===== src/rtl/cdb_writeback.sv =====
// cdb_writeback: write-result stage of the Tomasulo core.
// Holds one finished result per functional unit and round-robin arbitrates
// a single registered Common Data Bus broadcast.
// Optional build macro CDB_STATS_EN adds broadcast and stall counters.
//
// Handshake (fu_*): a result transfers on a rising clk edge where
// fu_valid[i] && fu_ready[i]. While fu_valid[i] is high and fu_ready[i] is
// low the unit keeps tag/value stable. fu_ready depends only on registered
// state, so a granted slot can be refilled on the same edge it drains.
module cdb_writeback #(
   parameter int NUM_FU = 3,
   parameter int DATA_W = 32,
   parameter int TAG_W  = 4
) (
   input  logic                     clk,
   input  logic                     rst_n,
   input  logic [NUM_FU-1:0]        fu_valid,
   input  logic [NUM_FU*TAG_W-1:0]  fu_tag,
   input  logic [NUM_FU*DATA_W-1:0] fu_value,
   output logic [NUM_FU-1:0]        fu_ready,
   output logic                     cdb_valid,
   output logic [TAG_W-1:0]         cdb_tag,
   output logic [DATA_W-1:0]        cdb_value,
   output logic [1:0]               cdb_src
`ifdef CDB_STATS_EN
   ,
   output logic [15:0]              cdb_bcast_cnt,
   output logic [15:0]              cdb_stall_cnt
`endif
);

   localparam logic [1:0] LAST_IDX = 2'(NUM_FU - 1);

   // per-unit holding slots
   logic [NUM_FU-1:0] held;
   logic [TAG_W-1:0]  h_tag [NUM_FU];
   logic [DATA_W-1:0] h_val [NUM_FU];
   logic [1:0]        rr_ptr;

   // arbitration results
   logic [NUM_FU-1:0] grant;
   logic              any_grant;
   logic [TAG_W-1:0]  win_tag;
   logic [DATA_W-1:0] win_val;
   logic [1:0]        win_src;
   logic [1:0]        rr_next;
   logic              stall;

   // round-robin search from rr_ptr upward; first held unit wins
   always_comb begin
      grant     = '0;
      any_grant = 1'b0;
      win_tag   = '0;
      win_val   = '0;
      win_src   = '0;
      for (int k = 0; k < NUM_FU; k++) begin
         for (int i = 0; i < NUM_FU; i++) begin
            if (!any_grant && held[i] && (i == ((int'(rr_ptr) + k) % NUM_FU))) begin
               grant[i]  = 1'b1;
               any_grant = 1'b1;
               win_tag   = h_tag[i];
               win_val   = h_val[i];
               win_src   = 2'(i);
            end
         end
      end
   end

   assign rr_next  = (win_src == LAST_IDX) ? 2'd0 : win_src + 2'd1;
   assign fu_ready = ~held | grant;
   assign stall    = |(held & ~grant);

   // slot fill/drain, pointer advance and registered CDB broadcast
   always_ff @(posedge clk or negedge rst_n) begin
      if (!rst_n) begin
         held      <= '0;
         rr_ptr    <= 2'd0;
         cdb_valid <= 1'b0;
         cdb_tag   <= '0;
         cdb_value <= '0;
         cdb_src   <= 2'd0;
         for (int i = 0; i < NUM_FU; i++) begin
            h_tag[i] <= '0;
            h_val[i] <= '0;
         end
      end else begin
         for (int i = 0; i < NUM_FU; i++) begin
            if (fu_valid[i] && fu_ready[i]) begin
               held[i]  <= 1'b1;
               h_tag[i] <= fu_tag[i*TAG_W +: TAG_W];
               h_val[i] <= fu_value[i*DATA_W +: DATA_W];
            end else if (grant[i]) begin
               held[i] <= 1'b0;
            end
         end
         cdb_valid <= any_grant;
         if (any_grant) begin
            cdb_tag   <= win_tag;
            cdb_value <= win_val;
            cdb_src   <= win_src;
            rr_ptr    <= rr_next;
         end
      end
   end

`ifdef CDB_STATS_EN
   // broadcast and stall statistics, free-running wrap at 16 bits
   always_ff @(posedge clk or negedge rst_n) begin
      if (!rst_n) begin
         cdb_bcast_cnt <= 16'd0;
         cdb_stall_cnt <= 16'd0;
      end else begin
         if (any_grant) cdb_bcast_cnt <= cdb_bcast_cnt + 16'd1;
         if (stall)     cdb_stall_cnt <= cdb_stall_cnt + 16'd1;
      end
   end
`endif

endmodule


===== config.mk =====
export PLATFORM = sky130hd
export DESIGN_NAME = cdb_writeback
export DESIGN_NICKNAME = d
export VERILOG_FILES = /design/src/rtl/cdb_writeback.sv
export SDC_FILE = /design/constraint.sdc
export NUM_CORES = 1
export LEC_CHECK = 0
export ABC_AREA = 1
export BUFFER_PORTS_ARGS = -buffer_cell sky130_fd_sc_hd__buf_2
export CAP_MARGIN = 20
export CORE_UTILIZATION = 55
export CTS_BUF_LIST = sky130_fd_sc_hd__clkbuf_8
export DETAILED_ROUTE_END_ITERATION = 7
export HOLD_SLACK_MARGIN = 0.08
export MAX_ROUTING_LAYER = met4
export PLACE_DENSITY = 0.78
export SLEW_MARGIN = 20
export SYNTH_ARGS = -nofsm -noshare
export SYNTH_HDL_FRONTEND = slang
export SYNTH_SLANG_ARGS = --single-unit

===== constraint.sdc =====
create_clock -name clk -period 2.5 [get_ports clk]
set_clock_uncertainty 0.1 [all_clocks]
set_input_delay 0.125 -clock clk [delete_from_list [all_inputs] [get_ports clk]]
set_output_delay 0.125 -clock clk [all_outputs]
set_load 0.01 [all_outputs]

# After elaboration in Yosys (flattened, before gate mapping)

Cells that the tools add are included.

Register bits: 152
Output and inout bits: 42

Add/sub/neg operators: 3
Div/mod/pow operators: 3
Equal/unequal tests: 7
Mux-type cells: 50
Bitwise operators: 2
Reduce and logical (&&, ||, !) cells: 34

Operators with widths:

| cell                                                 | number |
|---|---|
| 2-to-1 mux 32 bit                                    | 9 |
| equality test 2 x 32 -> 1 bit (first input constant) | 3 |
| equality test 3 x 32 -> 1 bit (first input constant) | 3 |
| logical NOT 32 bit                                   | 3 |
| modulo 32 x 3 -> 32 bit (second input constant)      | 2 |
| 2-to-1 mux 4 bit                                     | 9 |
| modulo 3 x 3 -> 32 bit (second input constant)       | 1 |
| 2-to-1 mux 1 bit                                     | 24 |
| logical AND 1 bit                                    | 20 |
| 2-to-1 mux 2 bit                                     | 8 |
| logical NOT 1 bit                                    | 8 |
| nonzero test 2 bit                                   | 3 |
| adder 2 x 1 -> 3 bit (second input constant)         | 1 |
| adder 2 x 2 -> 3 bit (second input constant)         | 1 |
| inverter 3 bit                                       | 1 |
| OR 3 bit                                             | 1 |
| adder 2 x 1 -> 2 bit (second input constant)         | 1 |
| equality test 2 bit (second input constant)          | 1 |

# Longest topological paths before layout

Gate-level depths: netlist of run 1.

Depth in word-level cells: 39
Mapped depth: 15

# Worst setup path after synthesis of run 1

No wires, ideal clock.

Path type: flip-flop to flip-flop
Start point: register rr_ptr[0]
End point: register h_tag[4] (netlist name)
Setup time: 0.117 ns
Arrival: 1.927 ns
Slack: 0.356 ns
Stages on the path, launching flop included: 14
Period minus slack after synthesis: 2.144 ns
Cell sequence: dfrtp_1 > inv_1 > ha_1 > nand2_2 > nand3_2 > nor2_4 > o21ai_2 > nor2_4 > nand3_4 > nand3_2 > nand2_2 > buf_2 > nand2_1 > nand2_1

Cells in the longest elaborated chain, start to end: 34
Elaborated cells on any way between the ends: 47
Those cells by class: add/sub (2); div (3); eq/ne (5); mux (10); bitwise (1); reduce/logical (26)

Ends and longest elaborated chain:

| element                                                                          | line | text |
|---|---|---|
| from (decl)                                                                      | 38   | `logic [1:0] rr_ptr;` |
| from (signal assigned)                                                           | 101  | `rr_ptr <= rr_next;` |
| parallel branches: the longest is 31 deep, another holds modulo 32 x 3 -> 32 bit | n/a  |  |
| 2-to-1 mux 1 bit *                                                               | 58   | `if (!any_grant && held[i] && (i == ((int'(rr_ptr) + k) % NUM_FU))) begin` |
| OR 3 bit *                                                                       | 70   | `assign fu_ready = ~held \| grant;` |
| logical AND 1 bit *                                                              | 88   | `if (fu_valid[i] && fu_ready[i]) begin` |
| to (signal, indexed assignment)                                                  | 90   | `h_tag[i] <= fu_tag[i*TAG_W +: TAG_W];` |
| to (decl)                                                                        | 36   | `logic [TAG_W-1:0] h_tag [NUM_FU];` |

Every way passes the cells marked *.
A chain may end at the register's enable or synchronous reset.

# Worst setup path in the final report of run 1

Start point: register held[2]
End point: output port fu_ready[2]

Cells in the longest elaborated chain, start to end: 28
Elaborated cells on any way between the ends: 31
Those cells by class: mux (9); bitwise (2); reduce/logical (20)

Ends and longest elaborated chain:

| element                           | line | text |
|---|---|---|
| from (decl)                       | 35   | `logic [NUM_FU-1:0] held;` |
| from (signal assigned)            | 76   | `held <= '0;` |
| from (signal, indexed assignment) | 89   | `held[i] <= 1'b1;` |
| from (signal, indexed assignment) | 93   | `held[i] <= 1'b0;` |
| logical AND 1 bit (2 in a row)    | 58   |  |
| 2-to-1 mux 1 bit                  | 58   |  |
| logical NOT 1 bit                 | 58   |  |
| logical AND 1 bit (2 in a row)    | 58   |  |
| 2-to-1 mux 1 bit                  | 58   |  |
| logical NOT 1 bit                 | 58   |  |
| logical AND 1 bit (2 in a row)    | 58   |  |
| 2-to-1 mux 1 bit                  | 58   |  |
| (+7 left out)                     | n/a  |  |
| 2-to-1 mux 1 bit                  | 58   |  |
| logical NOT 1 bit                 | 58   |  |
| logical AND 1 bit (2 in a row)    | 58   |  |
| 2-to-1 mux 1 bit                  | 58   |  |
| logical NOT 1 bit                 | 58   |  |
| logical AND 1 bit (2 in a row)    | 58   |  |
| 2-to-1 mux 1 bit                  | 58   |  |
| OR 3 bit *                        | 70   |  |
| to (decl)                         | 20   | `output logic [NUM_FU-1:0] fu_ready,` |

Mark *: on every way between the ends. The rest lies on a longest branch, timed or not.

==> out/qor.txt, run 1 <==
status - completed
r2r startpoint - held[2]$_DFFE_PN0P_
number of buffers created by CTS - 17
setup TNS - 0 ns
Post-Synthesis Cells - 1269
top cells by area, synth - dfrtp_1 (43%), nand2_1 (18%), nand3_1 (16%)
CP endpoint - fu_ready[2]
leakage - 6.10 nW
routability cong. - 0.909
distinct cell type count after synthesis - 26
fin crit period - 2.45 ns
DRC - 0
Synth Register Bits - 152
delay-heaviest family, CP - buffers and inverters
final hold vios - 0
Synth warnings - 0
crit-path cells - buf_4 > nand2_1 > buf_4 > nor2_8 > inv_2 > nand2_1 > inv_2 > nand2_4 > buf_12 > buf_6
synthesized area - 8820 µm²
max_slew headroom - 51.9%
Syn-to-layout area delta - 33.0%
Clock Tree Root - clkbuf_8
Max-cap violations - 0
Pwr Density - 1540 nW/µm²
die width - 129 µm
pins over their slew limit - 0
global-route wire length before repair - 51200 µm
Total GRT Usage - 42.3%
CP max FO - 39
Seq/Total Area, Yosys - 43.1%
clk buf depth - 2
Final Core Density - 76.0%
area of the multi-input gates - 4390 µm²
Clk pin slew, worst setup/hold paths - 0.09 ns
final worst-path cycle share - 98.2%
Reg2Reg Depth - 14
First-pass DRT Iterations - 6
Worst Path Class, Setup - flip-flop to primary output
CTS tree - built
RR Endpoint - h_val[2]$_DFFE_PN0P_
initial core utilization - 57.2%
slowest stage delay, CP - 0.48 ns
VDD IR max - 0.000958 V
Std-Cell Rows - 45
# fillers - 1183
most common cell in the netlist - nand2_1
via count - 10315
DRT antenna net count - 0
Slew @ Worst Pin - 0.722 ns
CP Capture Type - primary output
Port Buffers - 154
vias in the first global route - 10127
Detailed Route Iter0 Violations - 1178
DR WL/cell - 18.6 µm
final WL - 32600 µm
fmax - 407 MHz
reg-to-reg setup timing slack - 0.07 ns
WP depth - 10
n_diodes - 0
H-tree levels - 4
critical path arrival - 2.23 ns
num ports - 155
final setup vio count - 0
grt total ovfl - 0
layout cell share with drive strength beyond 1 - 18.1%
post-synthesis async set-or-reset flop share - 100%
share of the synthesized area in the top cell type - 43.1%
CP startpoint kind - flip-flop
Mapped Avg Cell Area - 6.95 µm²
RSZ-0062 raised after global routing - true
worst min path class - input pin to flip-flop
worst path bufs/invs - 6
slowest CP cell - buf_4
critical path data required time - 2.28 ns
Post-Syn Nets - 1384
Reg area - 3800 µm²
initial antenna violation count - 0
most instantiated cells after synthesis - nand2_1 (414), nand3_1 (283), dfrtp_1 (152)
Top FF cell, synth - dfrtp_1
clock latency on the worst-skew pair - 0.48 ns
DP HPWL - 18100 µm
start point of the critical path - held[2]$_DFFE_PN0P_
post-synth top area cell - dfrtp_1
post-route total power - 18.1 mW
EDFF count, synth - 0
die area - 16600 µm²
Net count, final - 1644
clk sinks - 152
largest net degree at the start of global routing - 75
Die Y - 129 µm
core area - 15400 µm²
via/cell ratio - 5.89
-- worst min-delay path by stage --
stage,start,cells past startpoint,to
4_1_cts,fu_valid[1],3,h_val[49]$_DFFE_PN0P_
3_3_place_gp,rst_n,1,cdb_value[28]$_DFFE_PN0P_
6_report,fu_valid[1],3,h_val[35]$_DFFE_PN0P_
5_1_grt,fu_valid[1],3,h_tag[7]$_DFFE_PN0P_
3_5_place_dp,rst_n,1,cdb_value[29]$_DFFE_PN0P_
2_1_floorplan,rst_n,0,cdb_src[0]$_DFFE_PN0P_
-- worst min-delay path, cell delays in order --
cell     delay (ns)
buf_2          0.33
nand3_1        0.18
nand2_1        0.05
-- cell families (layout without fill, tap and decap cells) --
kind of cell / Yosys count / in the layout / share of synthesized area (%)
compound gates: 41 / 41 / 3.45
fa+ha+maj: 2 / 2 / 0.284
buf+inv: 166 / 438 / 8.01
flops: 152 / 152 / 43.1
simple gates: 908 / 908 / 45.1
-- per-layer routing --
metal | global-route usage [%] | part of all wire [%] | vias up
li1 | - | - | 4660
met5 | - | 0 | -
met3 | 10.3 | 12 | 173
met4 | 22.8 | 4.6 | 0
met2 | 66.4 | 47 | 743
met1 | 50.3 | 37 | 4739
-- cells in the final DEF, fill, tap and decap left out, types with 2 or more instances in the layout --
master,instances
buf_12,11
bufinv_16,3
o211ai_1,36
nand4_1,37
buf_6,4
buf_4,48
inv_6,2
dfrtp_1,151
nand2_4,3
nand3_1,283
buf_2,152
nor2_4,5
nand3b_1,9
o21ai_0,2
nand3_2,2
nand2_1,411
nand2_2,6
nor2_1,146
inv_1,73
dlygate4sd3_1,111
clkbuf_8,18
inv_2,7
clkinv_4,2
nand3_4,3
bufbuf_16,2
clkinv_2,3
-- cell type report --
class / count / area share, %
Multi-Input combinational cell: 951 / 37.4
Inverter: 78 / 2.50
Tap cell: 211 / 2.25
Clock buffer: 18 / 2.11
Timing Repair Buffer: 329 / 22.0
Clock inverter: 13 / 1.32
Sequential cell: 152 / 32.4
-- power by group --
group | internal [mW] | switching (mW)
logic | 4.12 | 7.12
clock network | 1.00 | 0.960
registers | 3.72 | 1.16
-- registers in the layout, summed over array words and instances, names as in the netlist --
register	count
h_val	96
cdb_value	32
h_tag	12
cdb_tag	4
held	3
cdb_src	2
rr_ptr	2
cdb_valid	1
-- per-stage QoR --
step	instance area [µm²]	hold WS, ns	setup WS, ns	cells
2_1_floorplan	8820	-0.271	0.356	1269
3_3_place_gp	9950	0.100	0.215	1594
3_5_place_dp	9950	0.0924	0.138	1594
4_1_cts	11700	0.106	0.00179	1750
5_1_grt	11700	0.142	-0.0317	1752
6_report	11700	0.145	0.0453	1752
-- what timing repair did --
action | in CTS | in global routing
setup endpoints to repair | 3 | 38
cloned | 2 | 0
pin swaps | 4 | 6
setup buffers | 12 | 2
gates resized for setup | 9 | 9
hold endpoints to repair | 240 | 0
hold buffers | 111 | 0
Note: power is estimated with default switching activity, not from simulation.
==> run 2: changes to the inputs <==
- PLACE_DENSITY: 0.78 -> not set
- PLACE_DENSITY_LB_ADDON: not set -> 0.25
==> out/qor.txt, run 2 (synthesis gave the netlist of run 1 again) <==
status - completed
Port Buffers - 154 (unchanged)
Std-Cell Rows - 45 (unchanged)
DRC - 0 (unchanged)
Max-cap violations - 0 (unchanged)
fin crit period - 2.42 ns (-0.0329 ns)
core area - 15400 µm² (unchanged)
dpl ws - 0.160 ns (+0.0222 ns)
fmax - 413 MHz (+1.4%)
CP startpoint kind - flip-flop
initial antenna violation count - 1 (+1)
max reg flops - 96 (unchanged)
DP HPWL - 17700 µm (-2.2%)
number of buffers created by CTS - 17 (unchanged)
Min Hold Slack - 0.199 ns (+0.0544 ns)
Reg with most FFs - h_val
biggest regs - h_val: 96 flops, cdb_value: 32 flops, h_tag: 12 flops
grt total ovfl - 0 (unchanged)
via/cell ratio - 5.86 (-0.48%)
commonest non-fill, non-tap cell in the layout - nand2_1
via count - 10283 (-0.31%)
First-pass DRT Iterations - 8 (+2)
worst min path class - input pin to async pin
DRT antenna net count - 0 (unchanged)
Pwr Density - 1520 nW/µm² (-1.5%)
VDD IR max - 0.00108 V (+13%)
clk sinks - 152 (unchanged)
layout cell share with drive strength beyond 1 - 18.4% (+0.31 points)
Setup WS post-layout - 0.0782 ns (+0.0329 ns)
DR WL/cell - 18.3 µm (-1.4%)
critical path arrival - 2.20 ns (-0.03 ns)
Clk pin slew, worst setup/hold paths - 0.09 ns (about the same)
initial core utilization - 57.2% (unchanged)
Net count, final - 1644 (unchanged)
max_slew headroom - 39.0% (-13 points)
Slew @ Worst Pin - 0.916 ns (+0.194 ns)
Detailed Route Iter0 Violations - 1286 (+9.2%)
final setup vio count - 0 (unchanged)
clk buf depth - 2 (unchanged)
vias in the first global route - 10147 (+0.20%)
r2r startpoint - rr_ptr[0]$_DFFE_PN0P_
critical path data required time - 2.28 ns (about the same)
num ports - 155 (unchanged)
leakage - 6.03 nW (-1.1%)
Worst Path Class, Setup - flip-flop to primary output
Syn-to-layout area delta - 32.1%
final WL - 32200 µm (-1.3%)
RR Endpoint - h_val[4]$_DFFE_PN0P_
CP Capture Type - primary output
pins over their slew limit - 0 (unchanged)
CTS tree - built
die area - 16600 µm² (unchanged)
die width - 129 µm (unchanged)
final worst-path cycle share - 96.9% (-1.3 points)
Clock Tree Root - clkbuf_8
Reg2Reg Depth - 13 (-1)
global-route wire length before repair - 51100 µm (-0.27%)
routability cong. - 0.942 (+3.6%)
clock latency on the worst-skew pair - 0.46 ns (-0.02 ns)
CP max FO - 4 (-90%)
H-tree levels - 4 (unchanged)
reg-to-reg setup timing slack - 0.12 ns (+0.05 ns)
Die Y - 129 µm (unchanged)
RSZ-0062 raised after global routing - true
commonest cells after routing, fill and taps aside - nand2_1 (408), nand3_1 (283), buf_2 (152)
largest net degree at the start of global routing - 153 (+100%)
final hold vios - 0 (unchanged)
Total GRT Usage - 41.5% (-0.74 points)
run 2: cell types whose count changed in the layout (fill, tap and decap cells not counted), moves of 3 or more:
cell	previous run	this run
nand2_1	411	408
buf_4	48	53
nand2_2	6	9
buf_12	11	7
clkinvlp_4	1	6
run 2: how the worst max path moves through the flow:
stage / start / endpoint / cells after the start
finish: rr_ptr[0]$_DFFE_PN0P_ / fu_ready[2] / 11
global route: rr_ptr[0]$_DFFE_PN0P_ / fu_ready[2] / 11
CTS: rr_ptr[0]$_DFFE_PN0P_ / fu_ready[2] / 11
detailed placement: rr_ptr[0]$_DFFE_PN0P_ / h_val[4]$_DFFE_PN0P_ / 12
global placement: rr_ptr[0]$_DFFE_PN0P_ / h_val[1]$_DFFE_PN0P_ / 12
floorplan: rr_ptr[0]$_DFFE_PN0P_ / h_tag[4]$_DFFE_PN0P_ / 13
run 2: cell type report:
type                    count  area (µm²)
diodes                      2        5.00
clock buffers              18         248
clock inverters            14         128
fillers                  1152        3770
inverters                  78         293
multi-input cells         951        4410
flip-flops and latches    152        3800
well taps                 211         264
repair buffers            329        2500
run 2: per-layer routing:
layer	share of wire (%)	wire (µm)	GRT usage, %	up-vias
met4	4.3	1390	21.9	0
met2	48	15400	66.2	717
met1	37	12000	49.2	4766
met5	0	0	-	-
met3	11	3480	9.27	143
li1	-	-	-	4657
run 2: what timing repair did:
item | CTS | global route
hold buffers | 112 | 0
endpoints found under the setup margin | 3 | 23
resized for setup | 16 | 10
pin swaps | 3 | 4
gates cloned | 1 | 0
buffers inserted | 8 | 7
endpoints found under the hold margin | 260 | 0
run 2: per-stage QoR:
step | utilization [%] | cell area [µm²] | power [mW] | std cells | TNS (ns)
detailed placement | 64.1 | 9890 | 14.4 | 1594 | 0
global placement | 64.1 | 9890 | 14.2 | 1594 | 0
CTS | 75.0 | 11600 | 17.0 | 1747 | 0
global route | 75.5 | 11700 | 18.8 | 1754 | -0.0838
floorplan | - | 8820 | 11.2 | 1269 | 0
finish | 75.5 | 11700 | 17.7 | 1755 | 0
run 2: critical path, cell delays in order, from the launching register on:
cell and delay [ns]:
dfrtp_1 0.43, inv_2 0.06, ha_4 0.17, nand2_1 0.12
inv_1 0.08, nor2_4 0.14, o21ai_4 0.09, nor2_4 0.15
nand4_1 0.14, nand2_2 0.12, buf_6 0.11, buf_6 0.09
run 2: where the power goes:
part / internal (mW) / switching [mW]
clock network: 0.815 / 0.993
logic: 3.96 / 6.98
registers: 3.72 / 1.22
